--- src/rtl/bcd_to_bin_seq_pkg.sv ---
// ----------------------------------------------------------------------------
// bcd_to_bin_seq_pkg
//   Shared definitions for the sequential BCD-to-binary converter:
//   default sizing, FSM state encoding, BCD digit limit and a digit check
//   helper used on the load path.
// ----------------------------------------------------------------------------
package bcd_to_bin_seq_pkg;

    localparam int unsigned DEF_N_DIGITS = 3;
    localparam int unsigned DEF_BIN_W    = 10;

    localparam logic [3:0] BCD_MAX_DIGIT = 4'd9;

    typedef enum logic [1:0] {
        ST_IDLE  = 2'd0,
        ST_SHIFT = 2'd1,
        ST_DONE  = 2'd2
    } state_t;

    function automatic logic digit_bad(input logic [3:0] d);
        return (d > BCD_MAX_DIGIT);
    endfunction

endpackage : bcd_to_bin_seq_pkg

--- src/rtl/bcd_to_bin_seq_if.sv ---
// ----------------------------------------------------------------------------
// bcd_to_bin_seq_if
//   Start/done handshake bundle for bcd_to_bin_seq.
//     start    requester -> converter  request a conversion (seen only in IDLE)
//     bcd_in   requester -> converter  packed BCD, digit 0 in bits [3:0]
//     busy     converter -> requester  converter not idle
//     done     converter -> requester  one-cycle pulse, bin_out/err valid
//     bin_out  converter -> requester  binary result, held until next done
//     err      converter -> requester  an input digit was > 9
// ----------------------------------------------------------------------------
interface bcd_to_bin_seq_if #(
    parameter int unsigned N_DIGITS = bcd_to_bin_seq_pkg::DEF_N_DIGITS,
    parameter int unsigned BIN_W    = bcd_to_bin_seq_pkg::DEF_BIN_W
);
    logic                    start;
    logic [4*N_DIGITS-1:0]   bcd_in;
    logic                    busy;
    logic                    done;
    logic [BIN_W-1:0]        bin_out;
    logic                    err;

    modport master (
        output start,
        output bcd_in,
        input  busy,
        input  done,
        input  bin_out,
        input  err
    );

    modport slave (
        input  start,
        input  bcd_in,
        output busy,
        output done,
        output bin_out,
        output err
    );

endinterface : bcd_to_bin_seq_if

--- src/rtl/bcd_to_bin_seq_digit_adjust.sv ---
// ----------------------------------------------------------------------------
// bcd_digit_adjust
//   Reverse double-dabble correction for one BCD nibble after a right shift:
//   a nibble of 8 or more has 3 subtracted.
//     din   4-bit nibble after shift
//     dout  corrected nibble
// ----------------------------------------------------------------------------
module bcd_digit_adjust (
    input  logic [3:0] din,
    output logic [3:0] dout
);

    // Only applied when din >= 8, so the 4-bit subtract cannot underflow.
    always_comb begin
        dout = din;
        if (din >= 4'd8) begin
            dout = din - 4'd3;
        end
    end

endmodule : bcd_digit_adjust

--- src/rtl/bcd_to_bin_seq.sv ---
// ----------------------------------------------------------------------------
// bcd_to_bin_seq
//   Sequential BCD-to-binary converter (reverse double-dabble). A start seen
//   in IDLE latches bcd_in; after BIN_W shift cycles the binary value appears
//   on bin_out with a one-cycle done pulse. Invalid digits (> 9) take a fast
//   path straight to DONE with err set and bin_out cleared.
//     CLOCK_50  clock, all state updates on the rising edge
//     RESET     synchronous active-high reset; aborts any conversion
//     bus       start/bcd_in in, busy/done/bin_out/err out (slave side)
// ----------------------------------------------------------------------------
module bcd_to_bin_seq
    import bcd_to_bin_seq_pkg::*;
#(
    parameter int unsigned N_DIGITS = DEF_N_DIGITS,
    parameter int unsigned BIN_W    = DEF_BIN_W
) (
    input  logic                 CLOCK_50,
    input  logic                 RESET,
    bcd_to_bin_seq_if.slave      bus
);

    localparam int unsigned BCD_W = 4 * N_DIGITS;
    localparam int unsigned CNT_W = $clog2(BIN_W + 1);

    state_t             state, state_nxt;
    logic [BCD_W-1:0]   bcd_r, bcd_nxt;
    logic [BIN_W-1:0]   bin_r, bin_nxt;
    logic [CNT_W-1:0]   cnt_r, cnt_nxt;
    logic [BIN_W-1:0]   bin_out_r, bin_out_nxt;
    logic               err_r, err_nxt;
    logic               done_r, done_nxt;

    logic [BCD_W-1:0]   bcd_shift;
    logic [BCD_W-1:0]   bcd_adj;
    logic [BIN_W-1:0]   bin_shift;
    logic               in_bad;

    // One shift step: bcd LSB moves into the binary MSB.
    assign bcd_shift = {1'b0, bcd_r[BCD_W-1:1]};
    assign bin_shift = {bcd_r[0], bin_r[BIN_W-1:1]};

    genvar g;
    generate
        for (g = 0; g < N_DIGITS; g++) begin : g_adj
            bcd_digit_adjust u_adj (
                .din  (bcd_shift[4*g +: 4]),
                .dout (bcd_adj[4*g +: 4])
            );
        end
    endgenerate

    always_comb begin
        in_bad = 1'b0;
        for (int unsigned i = 0; i < N_DIGITS; i++) begin
            if (digit_bad(bus.bcd_in[4*i +: 4])) begin
                in_bad = 1'b1;
            end
        end
    end

    always_ff @(posedge CLOCK_50) begin
        if (RESET) begin
            state     <= ST_IDLE;
            bcd_r     <= '0;
            bin_r     <= '0;
            cnt_r     <= '0;
            bin_out_r <= '0;
            err_r     <= 1'b0;
            done_r    <= 1'b0;
        end else begin
            state     <= state_nxt;
            bcd_r     <= bcd_nxt;
            bin_r     <= bin_nxt;
            cnt_r     <= cnt_nxt;
            bin_out_r <= bin_out_nxt;
            err_r     <= err_nxt;
            done_r    <= done_nxt;
        end
    end

    always_comb begin
        state_nxt   = state;
        bcd_nxt     = bcd_r;
        bin_nxt     = bin_r;
        cnt_nxt     = cnt_r;
        bin_out_nxt = bin_out_r;
        err_nxt     = err_r;
        done_nxt    = 1'b0;

        unique case (state)
            ST_IDLE: begin
                if (bus.start) begin
                    bcd_nxt = bus.bcd_in;
                    bin_nxt = '0;
                    cnt_nxt = '0;
                    if (in_bad) begin
                        bin_out_nxt = '0;
                        err_nxt     = 1'b1;
                        done_nxt    = 1'b1;
                        state_nxt   = ST_DONE;
                    end else begin
                        state_nxt   = ST_SHIFT;
                    end
                end
            end
            ST_SHIFT: begin
                bcd_nxt = bcd_adj;
                bin_nxt = bin_shift;
                cnt_nxt = cnt_r + CNT_W'(1);
                if (cnt_r == CNT_W'(BIN_W - 1)) begin
                    bin_out_nxt = bin_shift;
                    err_nxt     = 1'b0;
                    done_nxt    = 1'b1;
                    state_nxt   = ST_DONE;
                end
            end
            ST_DONE: begin
                state_nxt = ST_IDLE;
            end
            default: begin
                state_nxt = ST_IDLE;
            end
        endcase
    end

    assign bus.busy    = (state != ST_IDLE);
    assign bus.done    = done_r;
    assign bus.bin_out = bin_out_r;
    assign bus.err     = err_r;

endmodule : bcd_to_bin_seq

--- src/flat_wrapper.sv ---
// flat-port wrapper written by rule: the top's interface ports become plain ports
module bcd_to_bin_seq_flat import bcd_to_bin_seq_pkg::*;
#(
    parameter int unsigned N_DIGITS = DEF_N_DIGITS,
    parameter int unsigned BIN_W    = DEF_BIN_W
)
  (CLOCK_50, RESET, bus_start, bus_bcd_in, bus_busy, bus_done, bus_bin_out, bus_err);
  bcd_to_bin_seq_if #(.N_DIGITS(N_DIGITS), .BIN_W(BIN_W)) bus_i ();
  input  logic CLOCK_50;
  input  logic RESET;
  input wire logic [$bits(bus_i.start)-1:0] bus_start;
  input wire logic [$bits(bus_i.bcd_in)-1:0] bus_bcd_in;
  output wire logic [$bits(bus_i.busy)-1:0] bus_busy;
  output wire logic [$bits(bus_i.done)-1:0] bus_done;
  output wire logic [$bits(bus_i.bin_out)-1:0] bus_bin_out;
  output wire logic [$bits(bus_i.err)-1:0] bus_err;
  assign bus_i.start = bus_start;
  assign bus_i.bcd_in = bus_bcd_in;
  assign bus_busy = bus_i.busy;
  assign bus_done = bus_i.done;
  assign bus_bin_out = bus_i.bin_out;
  assign bus_err = bus_i.err;
  bcd_to_bin_seq #(.N_DIGITS(N_DIGITS), .BIN_W(BIN_W)) u_core (.CLOCK_50(CLOCK_50), .RESET(RESET), .bus(bus_i));
endmodule
--- config.mk ---
export PLATFORM = sky130hd
export DESIGN_NAME = bcd_to_bin_seq_flat
export DESIGN_NICKNAME = d
export VERILOG_FILES = /design/src/rtl/bcd_to_bin_seq_pkg.sv /design/src/rtl/bcd_to_bin_seq_if.sv /design/src/rtl/bcd_to_bin_seq_digit_adjust.sv /design/src/rtl/bcd_to_bin_seq.sv /design/src/flat_wrapper.sv
export SDC_FILE = /design/constraint.sdc
export NUM_CORES = 1
export LEC_CHECK = 0
export BUFFER_PORTS_ARGS = -buffer_cell sky130_fd_sc_hd__buf_2
export CORE_ASPECT_RATIO = 0.8
export CORE_UTILIZATION = 40
export DETAILED_ROUTE_END_ITERATION = 6
export SLEW_MARGIN = 20
export SYNTH_ARGS = -nofsm -noshare
export SYNTH_HDL_FRONTEND = slang
export SYNTH_HIERARCHICAL = 1
export SYNTH_SLANG_ARGS = --single-unit
--- constraint.sdc ---
create_clock -name CLOCK_50 -period 1.5 [get_ports CLOCK_50]
set_clock_uncertainty 0.15 [all_clocks]
set_input_delay 0.15 -clock CLOCK_50 [delete_from_list [all_inputs] [get_ports CLOCK_50]]
set_output_delay 0.15 -clock CLOCK_50 [all_outputs]
set_load 0.005 [all_outputs]
==> summary.md <==
| Metric | Value |
|---|---|
| Crit Path Class | `register to register` |
| Setup TNS | `0 ns` |
| Routability cong. | `0.755` |
| Maximum vdd drop | `584 uV` |
| Switching share of power | `25.0%` |
| Average wire per standard cell | `12.3 um` |
| Fraction of layout cells with a size suffix above 1 | `24.6%` |
| Worst r2r path cells | `7` |
| Highest clock rate | `0.673 GHz` |
| DPL Wire Length | `2.73 mm` |
| Root buffer cell | `clkbuf_8` |
| DR WL met2 | `1.87 mm` |
| Sequential share of the synthesized area | `41.0%` |
| Routed wl met3 | `95 um` |
| Post-route ant nets | `0` |
| PnR worst setup slack | `0.0146 ns` |
| Power share of the clock group | `36.6%` |
| Nets | `298` |
| Status | `finished, final reports clean` |
| R2R Setup Slk | `0.01 ns` |
| Internal power | `0.00181 W` |
| Power density cells | `993 nW/um^2` |
| HP Start | `bus_bcd_in[9]` |
| Synth top area cells | `dfxtp_1, nand2_1, a311oi_1` |
| Die Y | `63.7 um` |
| Slew Limit Fails | `0` |
| Metal1 wirelength | `2.12 mm` |
| Layout area overhead | `27.8%` |
| Yosys reg bits | `39` |
| Top sig layer | `met4` |
| Die X | `79.1 um` |
| Starting Density | `41.7%` |
| Post-synth cell types | `29` |
| Period utilisation layout | `99.0%` |
| Hold EP | `u_core/bcd_r[9]$_SDFFE_PP0P_` |
| Clk Latency, worst-skew pair | `0.28 ns` |
| Static Leak | `1.06 nW` |
| DR pass1 iterations | `4` |
| Net switching power | `0.000604 W` |
| Combinational group share of total power | `16.1%` |
| Via density | `4.80` |
| Sequential share of power | `47.2%` |
| Reg2reg start | `u_core/cnt_r[1]$_SDFFE_PP0P_` |
| Largest area contributor in the netlist | `dfxtp_1` |
| Hold path depth | `3` |
| Largest net degree at the start of global routing | `26` |
| Post-Synthesis Cells | `224` |
| DRC Markers | `0` |
| CTS buffer count | `5` |
| FF-to-FF End | `u_core/bus.bin_out[4]$_SDFFE_PP0P_` |
| Mapped Area | `1900 um^2` |
| Max cap viols | `0` |
| CP Data Required Time | `1.56 ns` |
| Iter 0 DRT Violations | `113` |
| Fillers | `451` |
| Post-synth top area share | `41.0%` |
| FP Rows | `22` |
| GRT Util Overall | `17.6%` |
| Layout Cells excl Fill | `336` |
| Vias | `1614` |
| Post-Syn Area per Cell | `8.50 um^2` |
| Final hold vios | `0` |
| Endpoints failing setup | `0` |
| RSZ-0062 raised after global routing | `yes` |
| HP Class | `input pin to register` |
| CTS sink cnt | `39` |
| Core Region | `4570 um^2` |
| Worst-path clk slew | `0.08 ns` |
| First-pass GRT wire length | `6.94 mm` |
| Port Buf Inserts | `27` |
| CTS tree | `built` |
| Critical Path End Type | `register` |
| Final wirelength | `4.12 mm` |
| Longest Clk Path Bufs | `2` |
| Grt total ovfl | `0` |
| Final min period | `1.49 ns` |
| Post-placement worst setup slack | `-0.0107 ns` |
| Die ar. | `5040 um^2` |
| Initial antenna violation count | `0` |
| Synth warnings | `6` |
| # diodes | `0` |
| DP Cell Count | `316` |
| Io pins | `28` |
| Critical path fanouts, max | `13` |
| Critical path data arrival time | `1.54 ns` |
| Startpoint types | `register` |
| H-tree depth | `2` |
| Number of global-route vias before repair | `1533` |
==> cell usage after synthesis <==
cell / count
inv_1: 10
nor3_1: 3
nand3b_1: 2
a21oi_1: 5
buf_4: 4
nor2_2: 1
or2_2: 1
buf_2: 3
buf_6: 3
ha_1: 8
nor2_1: 29
a311oi_1: 13
nor2_4: 2
a211oi_1: 2
nand2b_4: 1
nand3_1: 1
o21ai_4: 1
nand2b_1: 13
clkbuf_1: 4
mux2i_1: 10
nand4_1: 1
xor2_1: 3
conb_1: 1
o21ai_0: 8
dfxtp_1: 39
nand2_1: 39
xnor2_1: 3
nor2b_1: 5
a22oi_1: 9
==> final cells by class <==
type	count	area, um^2	share of cell area [%]
inverter	10	37.5	1.54
clock inverter	2	35.0	1.44
multi-input combinational	165	1030	42.2
tap	60	75.1	3.08
sequential	39	788	32.4
clock buffer	6	82.6	3.39
timing repair buffer	54	388	15.9
==> cells by family after synthesis <==
family,after synthesis,synth area share [%]
and+or+nand+nor,98,24.0
DFF,39,41.0
AOI/OAI and AO/OA,38,14.6
buffers and inverters,24,6.90
muxes,10,5.26
adders and majority gates,8,5.26
xor gates and xnor gates,6,2.76
other,1,0.197
==> how the worst max path moves through the flow <==
| stage | depth (start not counted) | to | start | slack [ns] |
|---|---|---|---|---|
| 2_1_floorplan | 7 | u_core/bus.bin_out[2]$_SDFFE_PP0P_ | u_core/cnt_r[1]$_SDFFE_PP0P_ | 0.01 |
| 3_3_place_gp | 4 | u_core/bcd_r[7]$_SDFFE_PP0P_ | u_core/state[0]$_SDFFE_PP0P_ | 0.04 |
| 3_5_place_dp | 5 | u_core/bus.bin_out[4]$_SDFFE_PP0P_ | u_core/state[1]$_SDFFE_PP0P_ | -0.01 |
| 4_1_cts | 7 | u_core/bus.bin_out[4]$_SDFFE_PP0P_ | u_core/cnt_r[1]$_SDFFE_PP0P_ | 0.002 |
| 5_1_grt | 7 | u_core/bus.bin_out[7]$_SDFFE_PP0P_ | u_core/cnt_r[1]$_SDFFE_PP0P_ | -0.04 |
| 6_report | 7 | u_core/bus.bin_out[4]$_SDFFE_PP0P_ | u_core/cnt_r[1]$_SDFFE_PP0P_ | 0.01 |
==> repair_timing <==
| item | 4_1_cts | 5_1_grt |
|---|---|---|
| endpoints found under the hold margin | 10 | 0 |
| endpoints found under the setup margin | 11 | 31 |
| resized for setup | 3 | 8 |
| hold buffers | 10 | 0 |
| buffers inserted | 0 | 2 |
| cloned | 0 | 0 |
==> metal layers <==
layer,GRT usage (%),vias to the layer above
met5,0,-
met4,5.45,0
met3,3.48,2
met2,28.4,21
met1,23.3,749
li1,-,842
==> cell usage in the layout, fill, tap and decap left out, types with 2 or more instances in the layout <==
| cell type | n |
|---|---|
| buf_12 | 2 |
| dfxtp_2 | 6 |
| o21ai_0 | 8 |
| nand3b_1 | 2 |
| clkbuf_8 | 6 |
| mux2i_1 | 10 |
| nand2b_1 | 13 |
| nor2_4 | 2 |
| buf_4 | 15 |
| conb_1 | 5 |
| a211oi_1 | 2 |
| nor2b_1 | 4 |
| xor2_1 | 3 |
| buf_2 | 27 |
| nand2_1 | 39 |
| a21oi_1 | 5 |
| ha_1 | 7 |
| inv_1 | 9 |
| a22oi_1 | 9 |
| nor2_1 | 29 |
| a311oi_1 | 13 |
| dfxtp_1 | 33 |
| dlygate4sd3_1 | 10 |
| xnor2_1 | 3 |
| nor3_1 | 2 |
==> power by group through the flow <==
stage	clock network [W]	logic (W)	registers (W)
6_report	0.000885	0.000390	0.00114
3_3_place_gp	0	0.000358	0.00116
2_1_floorplan	0	0.000262	0.00115
4_1_cts	0.000910	0.000387	0.00114
3_5_place_dp	0	0.000363	0.00116
5_1_grt	0.000959	0.000435	0.00115
==> through the flow <==
| stage | instance area, um^2 | utilization [%] | hold slack (ns) | power (W) |
|---|---|---|---|---|
| finish | 2430 | 53.3 | 0.0105 | 0.00242 |
| global route | 2430 | 53.3 | 0.00779 | 0.00254 |
| CTS | 2400 | 52.4 | 0.00389 | 0.00243 |
| detailed placement | 2170 | 47.6 | 0.277 | 0.00152 |
| global placement | 2170 | 47.6 | 0.276 | 0.00152 |
| floorplan | 1920 | - | 0.162 | 0.00141 |
==> worst max-delay path, cell delays in order, from the launching register on <==
cell      delay, ns
dfxtp_2        0.34
inv_2          0.04
ha_4           0.14
nand3b_1       0.14
nor2_4         0.06
o21ai_4        0.16
buf_12         0.17
mux2i_1        0.21
==> sequential cells by signal, summed over array words and instances, names as in the netlist <==
name	count
u_core/bcd_r	12
u_core/cnt_r	4
u_core/bin_r	9
u_core/bus.done	1
u_core/bus.err	1
u_core/state	2
u_core/bus.bin_out	10
Note: power is estimated with default switching activity, not from simulation.
